<file path="config.mk">
export PLATFORM = sky130hd
export DESIGN_NAME = if_stage
export DESIGN_NICKNAME = d
export VERILOG_FILES = /design/src/rtl/if_stage.sv
export SDC_FILE = /design/constraint.sdc
export NUM_CORES = 1
export LEC_CHECK = 0
export ABC_AREA = 1
export ABC_CLOCK_PERIOD_IN_PS = 2000
export BUFFER_PORTS_ARGS = -buffer_cell sky130_fd_sc_hd__buf_2
export CORE_ASPECT_RATIO = 0.9
export CORE_MARGIN = 5
export CORE_UTILIZATION = 45
export DETAILED_ROUTE_END_ITERATION = 8
export HOLD_SLACK_MARGIN = 0.15
export MAX_ROUTING_LAYER = met4
export PLACE_DENSITY = 0.67
export SLEW_MARGIN = 10
export SYNTH_ARGS = -nofsm -noshare
export SYNTH_HDL_FRONTEND = slang
export SYNTH_SLANG_ARGS = --single-unit
</file>
<file path="constraint.sdc">
create_clock -name clk -period 2 [get_ports clk]
set_input_delay 0.6 -clock clk [delete_from_list [all_inputs] [get_ports clk]]
set_output_delay 0.6 -clock clk [all_outputs]
set_load 0.03 [all_outputs]
</file>
<file path="src/rtl/if_stage.sv">
// Instruction-fetch stage: owns the PC, issues req/ack fetches, parks one
// instruction across decode freezes and drains stale requests after redirects.
module if_stage #(
  parameter int                ADDR_W   = 32,
  parameter int                DATA_W   = 32,
  parameter logic [ADDR_W-1:0] RESET_PC = '0
) (
  input  logic              clk,
  input  logic              rst_n,
  input  logic              freeze,
  input  logic              branch_taken,
  input  logic [ADDR_W-1:0] branch_addr,
  output logic              imem_req,
  output logic [ADDR_W-1:0] imem_addr,
  input  logic              imem_ack,
  input  logic [DATA_W-1:0] imem_rdata,
  output logic              ifid_valid,
  output logic [DATA_W-1:0] ifid_instr,
  output logic [ADDR_W-1:0] ifid_pc
);

  typedef enum logic [1:0] {
    S_FETCH = 2'd0,
    S_HOLD  = 2'd1,
    S_DRAIN = 2'd2
  } state_t;

  state_t            state_r, state_s;
  logic [ADDR_W-1:0] pc_r, pc_s;
  logic [ADDR_W-1:0] stale_addr_r, stale_addr_s;
  logic [ADDR_W-1:0] buf_pc_r, buf_pc_s;
  logic [DATA_W-1:0] buf_instr_r, buf_instr_s;
  logic              ifid_valid_r, ifid_valid_s;
  logic [DATA_W-1:0] ifid_instr_r, ifid_instr_s;
  logic [ADDR_W-1:0] ifid_pc_r, ifid_pc_s;
  logic [ADDR_W-1:0] pc_inc_s;

  assign pc_inc_s = pc_r + ADDR_W'(32'd4);

  // A drained request keeps presenting its original address until acked.
  assign imem_req   = rst_n & (state_r != S_HOLD);
  assign imem_addr  = (state_r == S_DRAIN) ? stale_addr_r : pc_r;
  assign ifid_valid = ifid_valid_r;
  assign ifid_instr = ifid_instr_r;
  assign ifid_pc    = ifid_pc_r;

  // Next-state and IF/ID update logic; redirect outranks every other event.
  always_comb begin
    state_s      = state_r;
    pc_s         = pc_r;
    stale_addr_s = stale_addr_r;
    buf_pc_s     = buf_pc_r;
    buf_instr_s  = buf_instr_r;
    ifid_valid_s = ifid_valid_r;
    ifid_instr_s = ifid_instr_r;
    ifid_pc_s    = ifid_pc_r;

    if (branch_taken) begin
      ifid_valid_s = 1'b0;
      ifid_instr_s = '0;
      ifid_pc_s    = '0;
      pc_s         = branch_addr;
      buf_instr_s  = '0;
      buf_pc_s     = '0;
      if (!imem_ack && (state_r != S_HOLD)) begin
        state_s = S_DRAIN;
      end else begin
        state_s = S_FETCH;
      end
      // Re-redirecting while draining must keep the original stale address.
      if (state_r == S_FETCH) begin
        stale_addr_s = pc_r;
      end else begin
        stale_addr_s = stale_addr_r;
      end
    end else begin
      case (state_r)
        S_FETCH: begin
          if (imem_ack) begin
            pc_s = pc_inc_s;
            if (freeze) begin
              buf_instr_s = imem_rdata;
              buf_pc_s    = pc_inc_s;
              state_s     = S_HOLD;
            end else begin
              ifid_valid_s = 1'b1;
              ifid_instr_s = imem_rdata;
              ifid_pc_s    = pc_inc_s;
            end
          end else if (!freeze) begin
            ifid_valid_s = 1'b0;
          end else begin
            ifid_valid_s = ifid_valid_r;
          end
        end
        S_HOLD: begin
          if (!freeze) begin
            ifid_valid_s = 1'b1;
            ifid_instr_s = buf_instr_r;
            ifid_pc_s    = buf_pc_r;
            state_s      = S_FETCH;
          end else begin
            state_s = S_HOLD;
          end
        end
        S_DRAIN: begin
          if (imem_ack) begin
            state_s = S_FETCH;
          end else begin
            state_s = S_DRAIN;
          end
          if (!freeze) begin
            ifid_valid_s = 1'b0;
          end else begin
            ifid_valid_s = ifid_valid_r;
          end
        end
        default: begin
          state_s = S_FETCH;
        end
      endcase
    end
  end

  // State, PC, skid buffer and IF/ID pipeline registers.
  always_ff @(posedge clk or negedge rst_n) begin
    if (!rst_n) begin
      state_r      <= S_FETCH;
      pc_r         <= RESET_PC;
      stale_addr_r <= '0;
      buf_pc_r     <= '0;
      buf_instr_r  <= '0;
      ifid_valid_r <= 1'b0;
      ifid_instr_r <= '0;
      ifid_pc_r    <= '0;
    end else begin
      state_r      <= state_s;
      pc_r         <= pc_s;
      stale_addr_r <= stale_addr_s;
      buf_pc_r     <= buf_pc_s;
      buf_instr_r  <= buf_instr_s;
      ifid_valid_r <= ifid_valid_s;
      ifid_instr_r <= ifid_instr_s;
      ifid_pc_r    <= ifid_pc_s;
    end
  end

endmodule

</file>
# Yosys cells after proc, flatten, opt, wreduce, memory -nomap -nowiden
# Index checks and enable logic that the tools add are counted.
totals:
  reg_bits: 195
  inputBits: 69
  output_inout_bits: 98
  elab_cells: 64
op_classes:
  n_addsub: 1
  eq_ne: 7
  mux: 34
  n_bitwise: 1
  reduce_logical: 13
op_table:
  columns: ["operator", "n"]
  rows:
  - ["32-bit two-way mux", 20]
  - ["32-bit case mux with 2 select lines", 2]
  - ["32-bit by 3-bit adder with 32-bit output, second input constant", 1]
  - ["3-bit inequality test, second input constant", 4]
  - ["2-bit two-way mux", 5]
  - ["2-bit case mux with 3 select lines", 1]
  - ["2-bit AND reduction", 3]
  - ["2-bit nonzero test", 3]
  - ["1-bit two-way mux", 5]
  - ["4-bit AND reduction", 1]
  - ["4-bit nonzero test", 1]
  - ["1-bit case mux with 3 select lines", 1]
  - ["3-bit AND reduction", 1]
  - ["3-bit nonzero test", 1]
  - ["2-bit by 1-bit == test with 1-bit output, second input constant", 1]
  - ["2-bit == test, second input constant", 1]
  - ["2-bit logical NOT", 1]
  - ["2-bit by 1-bit inequality test with 1-bit output, second input constant", 1]
  - ["1-bit bitwise AND", 1]
  - ["1-bit logical AND", 1]
  - ["1-bit logical NOT", 1]

# Longest topological paths before layout
# Gate-level depths: netlist (run 1).
logic_depth:
  depth_word: 5
  depth_mapped: 11
  depth_no_buf: 11

# Worst setup path before layout (run 1)
# Ideal clock, no wire load.
synth_timing:
  path_type: "reg2out"
  from: "reg state_r[0]"
  to: "out imem_addr[23]"
  arrival_time_ns: 1.710
  required_time_ns: 1.400
  slack_ns: -0.310
  path_stages_with_launch: 6
  path_buffers: 2
  path_cell_list: "dfrtp_1 -> inv_1 -> ha_1 -> clkbuf_1 -> clkbuf_1 -> o21ai_0"
synth_via:
  elab_chain_len: 2
synth_rtl:
  columns: ["item", "line_no", "source"]
  rows:
  - ["start, declared", "28", "state_t state_r, state_s;"]
  - ["start signal, assigned", "137", "state_r <= state_s;"]
  - ["2-bit == test", "42", "assign imem_addr = (state_r == S_DRAIN) ? stale_addr_r : pc_r;"]
  - ["32-bit two-way mux", "42", null]
  - ["end, declared", "14", "output logic [ADDR_W-1:0] imem_addr,"]
# Every way passes these cells.

# Final worst setup path (run 1)
layout_timing:
  from: "reg state_r[0]"
  to: "out imem_addr[16]"
# The elaborated chain is that of the path after synthesis.

==> metrics.csv, run 1 <==
metric,value,unit
status,"finished, violations left",
failing checks,setup timing,
sequential-to-total area share from yosys stat,52.7,%
final clock period utilization by the worst path,116,%
fraction of final layout cells sized beyond drive strength 1,25.8,%
Congestion Overflow GR,0,
number of iterations in the first detailed-routing pass,5,
post-route ant nets,0,
most area-consuming cells after synthesis,"dfrtp_1 53%, nand2_1 15%, o21ai_0 8.5%",
data arrival time of the worst path,1720,ps
count of endpoints failing setup in the final report,33,
count of vias placed by the detailed router,8596,
Filler cells,1767,
Worst path max stage delay,400,ps
synthesized area per cell,8.38,um2
"Largest delay share family, worst path",buffers and inverters,
dominant synthesized flop cell,dfrtp_1,
Buffers & Inverters on Critical Path,4,
area of the multi-input gates,4290,um2
final setup slack of the worst path,-323,ps
sw power,6360,uW
cell chain of the critical path,inv_2 > ha_4 > buf_8 > clkbuf_16 > nand2_2 > o21ai_4 > buf_6,
Die Footprint,23600,um2
reg-to-reg endpoint,ifid_pc[4],
Final Hold Slack,175,ps
ratio of routed vias to standard cells,5.51,
dpl hpwl,18900,um
internal power,9070,uW
library cell used as clock root buffer,clkbuf_16,
post-placement setup slack,10.5,ps
TritonCTS clock tree,yes,
maximum resistive drop on vdd,0.692,mV
fraction of power consumed by sequential logic,35.7,%
number of global-route vias before repair,8209,
net count of the finished layout,1365,
post-synth top area share,52.7,%
post-synth cell types,31,
number of antenna violations at the first check in global routing,0,
sum of routed wire length over all layers,29000,um
total power of the final layout,15400,uW
total global routing track utilization,24.2,%
beginning of the worst register-to-register path,state_r[1],
pin count of the biggest net entering global routing,95,
relative area change from synthesis to final layout,31.3,%
sink count of the clock tree,195,
Die Span Y,146,um
wire length of the first global-routing pass,44300,um
DRC viols,0,
instance area at placement,10600,um2
input/output buffers,166,
cell area after layout,12200,um2
maximum capacitance violations,0,
cell type with the largest total area after synthesis,dfrtp_1,
total standard cell area after synthesis,9260,um2
required arrival time at the worst endpoint,1400,ps
final estimated routing congestion in global placement,0.954,
transition time of the tightest slew-check pin,611,ps
worst min-delay path class,input port to asynchronous set/reset pin,
clock transition at the registers of the reported paths,70,ps
count of warnings emitted by yosys,0,
reported leakage power,0.00604,uW
maximum level of the CTS H-tree,4,
number of buffers added by the clock tree synthesis step,17,
kind of launch point of the worst setup path,flop,
timing-limited maximum frequency,0.431,GHz
clock group share of total power,21.7,%
Routed WL per cell,18.6,um
area of all sequential standard cells,4880,um2
clock latency on the worst-skew pair,430,ps
cell with the most instances after synthesis,nand2_1,
number of DRC markers in iteration 0,677,
"setup slack, reg-to-reg",30,ps
total core area,20100,um2
post-layout min period,2320,ps
"Hold-fix buffers, CTS",0,
count of flip-flops with a built-in enable after synthesis,0,
Sw Ratio,41.2,%
Worst R2R Path Depth,11,
Max Fanout on Critical Path,6,
clock tree skew after final layout,9.25,ps
clock buffer depth,2,
sort of element at the end of the critical path,primary output,
RSZ-0062 raised after global routing,true,
final setup TNS,-8620,ps
net count after synthesis,1179,
total count of hold-check failures in the final report,0,
count of final max-slew check failures,0,
relative max-transition margin,59.3,%
fraction of registers with async set/reset,100,%
combinational fraction of design power,42.7,%
most common library cells after synthesis,"365 x nand2_1, 195 x dfrtp_1, 157 x o21ai_0",
die width,161,um
flip-flop and latch count after synthesis,195,
critical setup path kind,flop to primary output,
number of I/O pins,167,
cell count after synthesis,1105,
initial core utilization,46.0,%
total inserted antenna cells,0,
Pwr Density,1270,nW/um2
slowest CP cell,dfrtp_1,
Rows,49,
[cell usage in the layout (no fill, tap or decap), types with 39 or more instances in the layout]
cell type and n:
buf_2 132, buf_4 39, o21ai_0 122, nor2_1 76, inv_1 57, nand2_1 340
dfrtp_1 195, nand3_1 43
[per-stage QoR]
step                      utilization [%]  instances
after global placement               52.7       1501
final                                60.5       1559
after floorplan                         -       1105
after global routing                 60.5       1559
after CTS                            57.8       1545
after detailed placement             52.7       1501
[final cells by class]
type                    instances  share of cell area (%)
repair buffers                228                    15.3
clock buffers                  19                    3.73
inverters                      62                    1.93
well taps                     255                    2.62
clock inverters                13                   0.967
multi-input cells             787                    35.3
flip-flops and latches        195                    40.1
[registers in the layout, indices dropped and copies added (netlist names)]
name	cells
buf_instr_r	32
buf_pc_r	32
ifid_instr	32
ifid_pc	32
ifid_valid	1
pc_r	32
stale_addr_r	32
state_r	2
[worst max-delay path by stage]
| stage | startpoint | to | slack (ps) | cells after the start |
|---|---|---|---|---|
| after floorplan | state_r[0] | imem_addr[0] | -160 | 6 |
| after global placement | state_r[0] | imem_addr[19] | 50 | 6 |
| after detailed placement | state_r[0] | imem_addr[25] | 10 | 6 |
| after CTS | state_r[0] | imem_addr[25] | -290 | 7 |
| after global routing | state_r[0] | imem_addr[26] | -370 | 7 |
| final | state_r[0] | imem_addr[16] | -320 | 7 |
[layer usage]
metal	GRT usage, %	vias to the layer above	wire [um]
met2	37.2	349	13600
met3	4.85	33	2100
met5	-	-	0
met4	5.50	0	525
li1	-	4051	-
met1	33.6	4163	12800
[logic make-up (layout without fill, tap and decap cells)]
logic type,after synthesis,count (layout),synth area share [%]
flip-flops,195,195,52.7
AO/OA/AOI/OAI,232,232,15.0
buffers and inverters,123,322,5.19
AND/OR/NAND/NOR,506,506,21.8
adder cells (fa/ha/maj),5,5,0.676
multiplexers,32,32,3.46
XOR/XNOR,12,12,1.13
[power by group through the flow]
| stage | sequential [uW] | combinational, uW | clock, uW |
|---|---|---|---|
| finish | 5500 | 6580 | 3350 |
| global route | 5620 | 7130 | 3580 |
| CTS | 5420 | 5970 | 3420 |
| detailed placement | 5480 | 5250 | 0 |
| global placement | 5460 | 5180 | 0 |
| floorplan | 5890 | 3030 | 0 |
[what timing repair did]
action	4_1_cts	5_1_grt
pin swaps	7	10
endpoints found under the setup margin	33	150
gates cloned	3	8
resized for setup	99	73
buffers inserted	9	8
No activity file was read; power rests on OpenSTA's default activity.
==> inputs of run 2 (changes only) <==
--- a/config.mk
+++ b/config.mk
@@ -11,6 +11,7 @@
 export CORE_ASPECT_RATIO = 0.9
 export CORE_MARGIN = 5
 export CORE_UTILIZATION = 45
+export CTS_BUF_LIST = sky130_fd_sc_hd__clkbuf_8
 export DETAILED_ROUTE_END_ITERATION = 8
 export HOLD_SLACK_MARGIN = 0.15
 export MAX_ROUTING_LAYER = met4
==> metrics.csv, run 2 (same netlist as run 1, synthesis figures left out) <==
metric,value,unit
die width,161,um
maximum capacitance violations,0,
number of antenna violations at the first check in global routing,0,
area of all sequential standard cells,4880,um2
clock buffer depth,2,
relative max-transition margin,58.5,%
reported leakage power,0.00590,uW
clock latency on the worst-skew pair,470,ps
"most common cell after layout, fill and taps aside",nand2_1,
Congestion Overflow GR,0,
Die Footprint,23600,um2
count of vias placed by the detailed router,8451,
critical setup path kind,flop to primary output,
library cell used as clock root buffer,clkbuf_8,
maximum resistive drop on vdd,0.692,mV
DRC viols,0,
kind of launch point of the worst setup path,flop,
number of global-route vias before repair,8197,
RSZ-0062 raised after global routing,true,
timing-limited maximum frequency,0.426,GHz
count of endpoints failing setup in the final report,33,
most frequent cells in the layout,"342 x nand2_1, 195 x dfrtp_1, 132 x buf_2",
maximum level of the CTS H-tree,4,
net count of the finished layout,1361,
worst min-delay path class,input port to flop,
ratio of routed vias to standard cells,5.43,
input/output buffers,166,
final setup TNS,-9680,ps
Final Hold Slack,326,ps
final clock period utilization by the worst path,117,%
data arrival time of the worst path,1750,ps
post-route ant nets,0,
relative area change from synthesis to final layout,28.4,%
Worst R2R Path Depth,8,
dpl hpwl,18900,um
sink count of the clock tree,195,
number of I/O pins,167,
final setup slack of the worst path,-350,ps
sort of element at the end of the critical path,primary output,
final estimated routing congestion in global placement,0.954,
number of iterations in the first detailed-routing pass,6,
area of the multi-input gates,4300,um2
Pwr Density,1220,nW/um2
Die Span Y,146,um
sum of routed wire length over all layers,28500,um
transition time of the tightest slew-check pin,622,ps
total count of hold-check failures in the final report,0,
fraction of final layout cells sized beyond drive strength 1,25.4,%
failing checks,setup timing,
Routed WL per cell,18.3,um
pin count of the biggest net entering global routing,95,
wire length of the first global-routing pass,44100,um
required arrival time at the worst endpoint,1400,ps
clock tree skew after final layout,20.3,ps
initial core utilization,46.0,%
status,"finished, violations left",
number of cells on the worst hold path,3,
clock transition at the registers of the reported paths,110,ps
post-placement setup slack,10.5,ps
Rows,49,
TritonCTS clock tree,yes,
Filler cells,1790,
total global routing track utilization,24.1,%
total inserted antenna cells,0,
post-layout min period,2350,ps
total core area,20100,um2
Max Fanout on Critical Path,6,
number of DRC markers in iteration 0,775,
count of final max-slew check failures,0,
number of buffers added by the clock tree synthesis step,17,
-- run 2: cell types whose count changed in the layout (fill, tap and decap cells not counted), sizes merged --
cell | before | now
buf | 219 | 216
dlygate4sd3 | 0 | 1
clkbuf | 28 | 26
-- run 2: final timing paths --
kind,from,to,slack [ps]
worst max-delay path,state_r[0],imem_addr[16],-350
worst min-delay path,branch_addr[1],pc_r[1],330
worst max register to register,state_r[1],buf_pc_r[4],90
worst min register to register,ifid_pc[22],ifid_pc[22],480
max in group asynchronous,rst_n,stale_addr_r[21],270
min in group asynchronous,rst_n,stale_addr_r[26],750
-- run 2: layout make-up --
type                            count  share of cell area [%]
Timing Repair Buffer              224                    15.0
Multi-Input combinational cell    787                    36.1
Inverter                           62                    2.00
Clock buffer                       19                    2.20
Tap cell                          255                    2.68
Clock inverter                     13                   0.989
Sequential cell                   195                    41.0
-- run 2: metrics by stage --
stage	utilization [%]	power (uW)	instances	area, um2
5_1_grt	59.1	15400	1555	11900
3_3_place_gp	52.7	10600	1501	10600
3_5_place_dp	52.7	10700	1501	10600
2_1_floorplan	-	8920	1105	9280
6_report	59.1	14500	1555	11900
4_1_cts	56.9	13900	1546	11400
-- run 2: critical path, cell delays in order (launching register included) --
cell	delay, ps
dfrtp_1	410
inv_2	80
ha_4	190
buf_8	160
clkbuf_16	170
nand2_2	60
o21ai_4	60
buf_6	150
-- run 2: routing by layer --
| layer | global-route usage, % | share of wire [%] | vias to the layer above |
|---|---|---|---|
| li1 | - | - | 4022 |
| met1 | 33.7 | 46 | 4113 |
| met2 | 36.9 | 47 | 287 |
| met3 | 4.71 | 6.0 | 29 |
| met4 | 5.29 | 1.6 | 0 |
| met5 | - | 0 | - |
-- run 2: power by group --
group	total, uW	switching (uW)	internal [uW]
clock network	2510	1540	970
registers	5490	652	4840
logic	6460	4030	2430
total	14500	6230	8240
-- run 2: repair_timing --
action,4_1_cts,5_1_grt
hold buffers,1,0
setup endpoints to repair,33,159
hold endpoints to repair,9,0
gates resized for setup,99,68
cloned,3,6
setup buffers,9,6
pin swaps,7,9
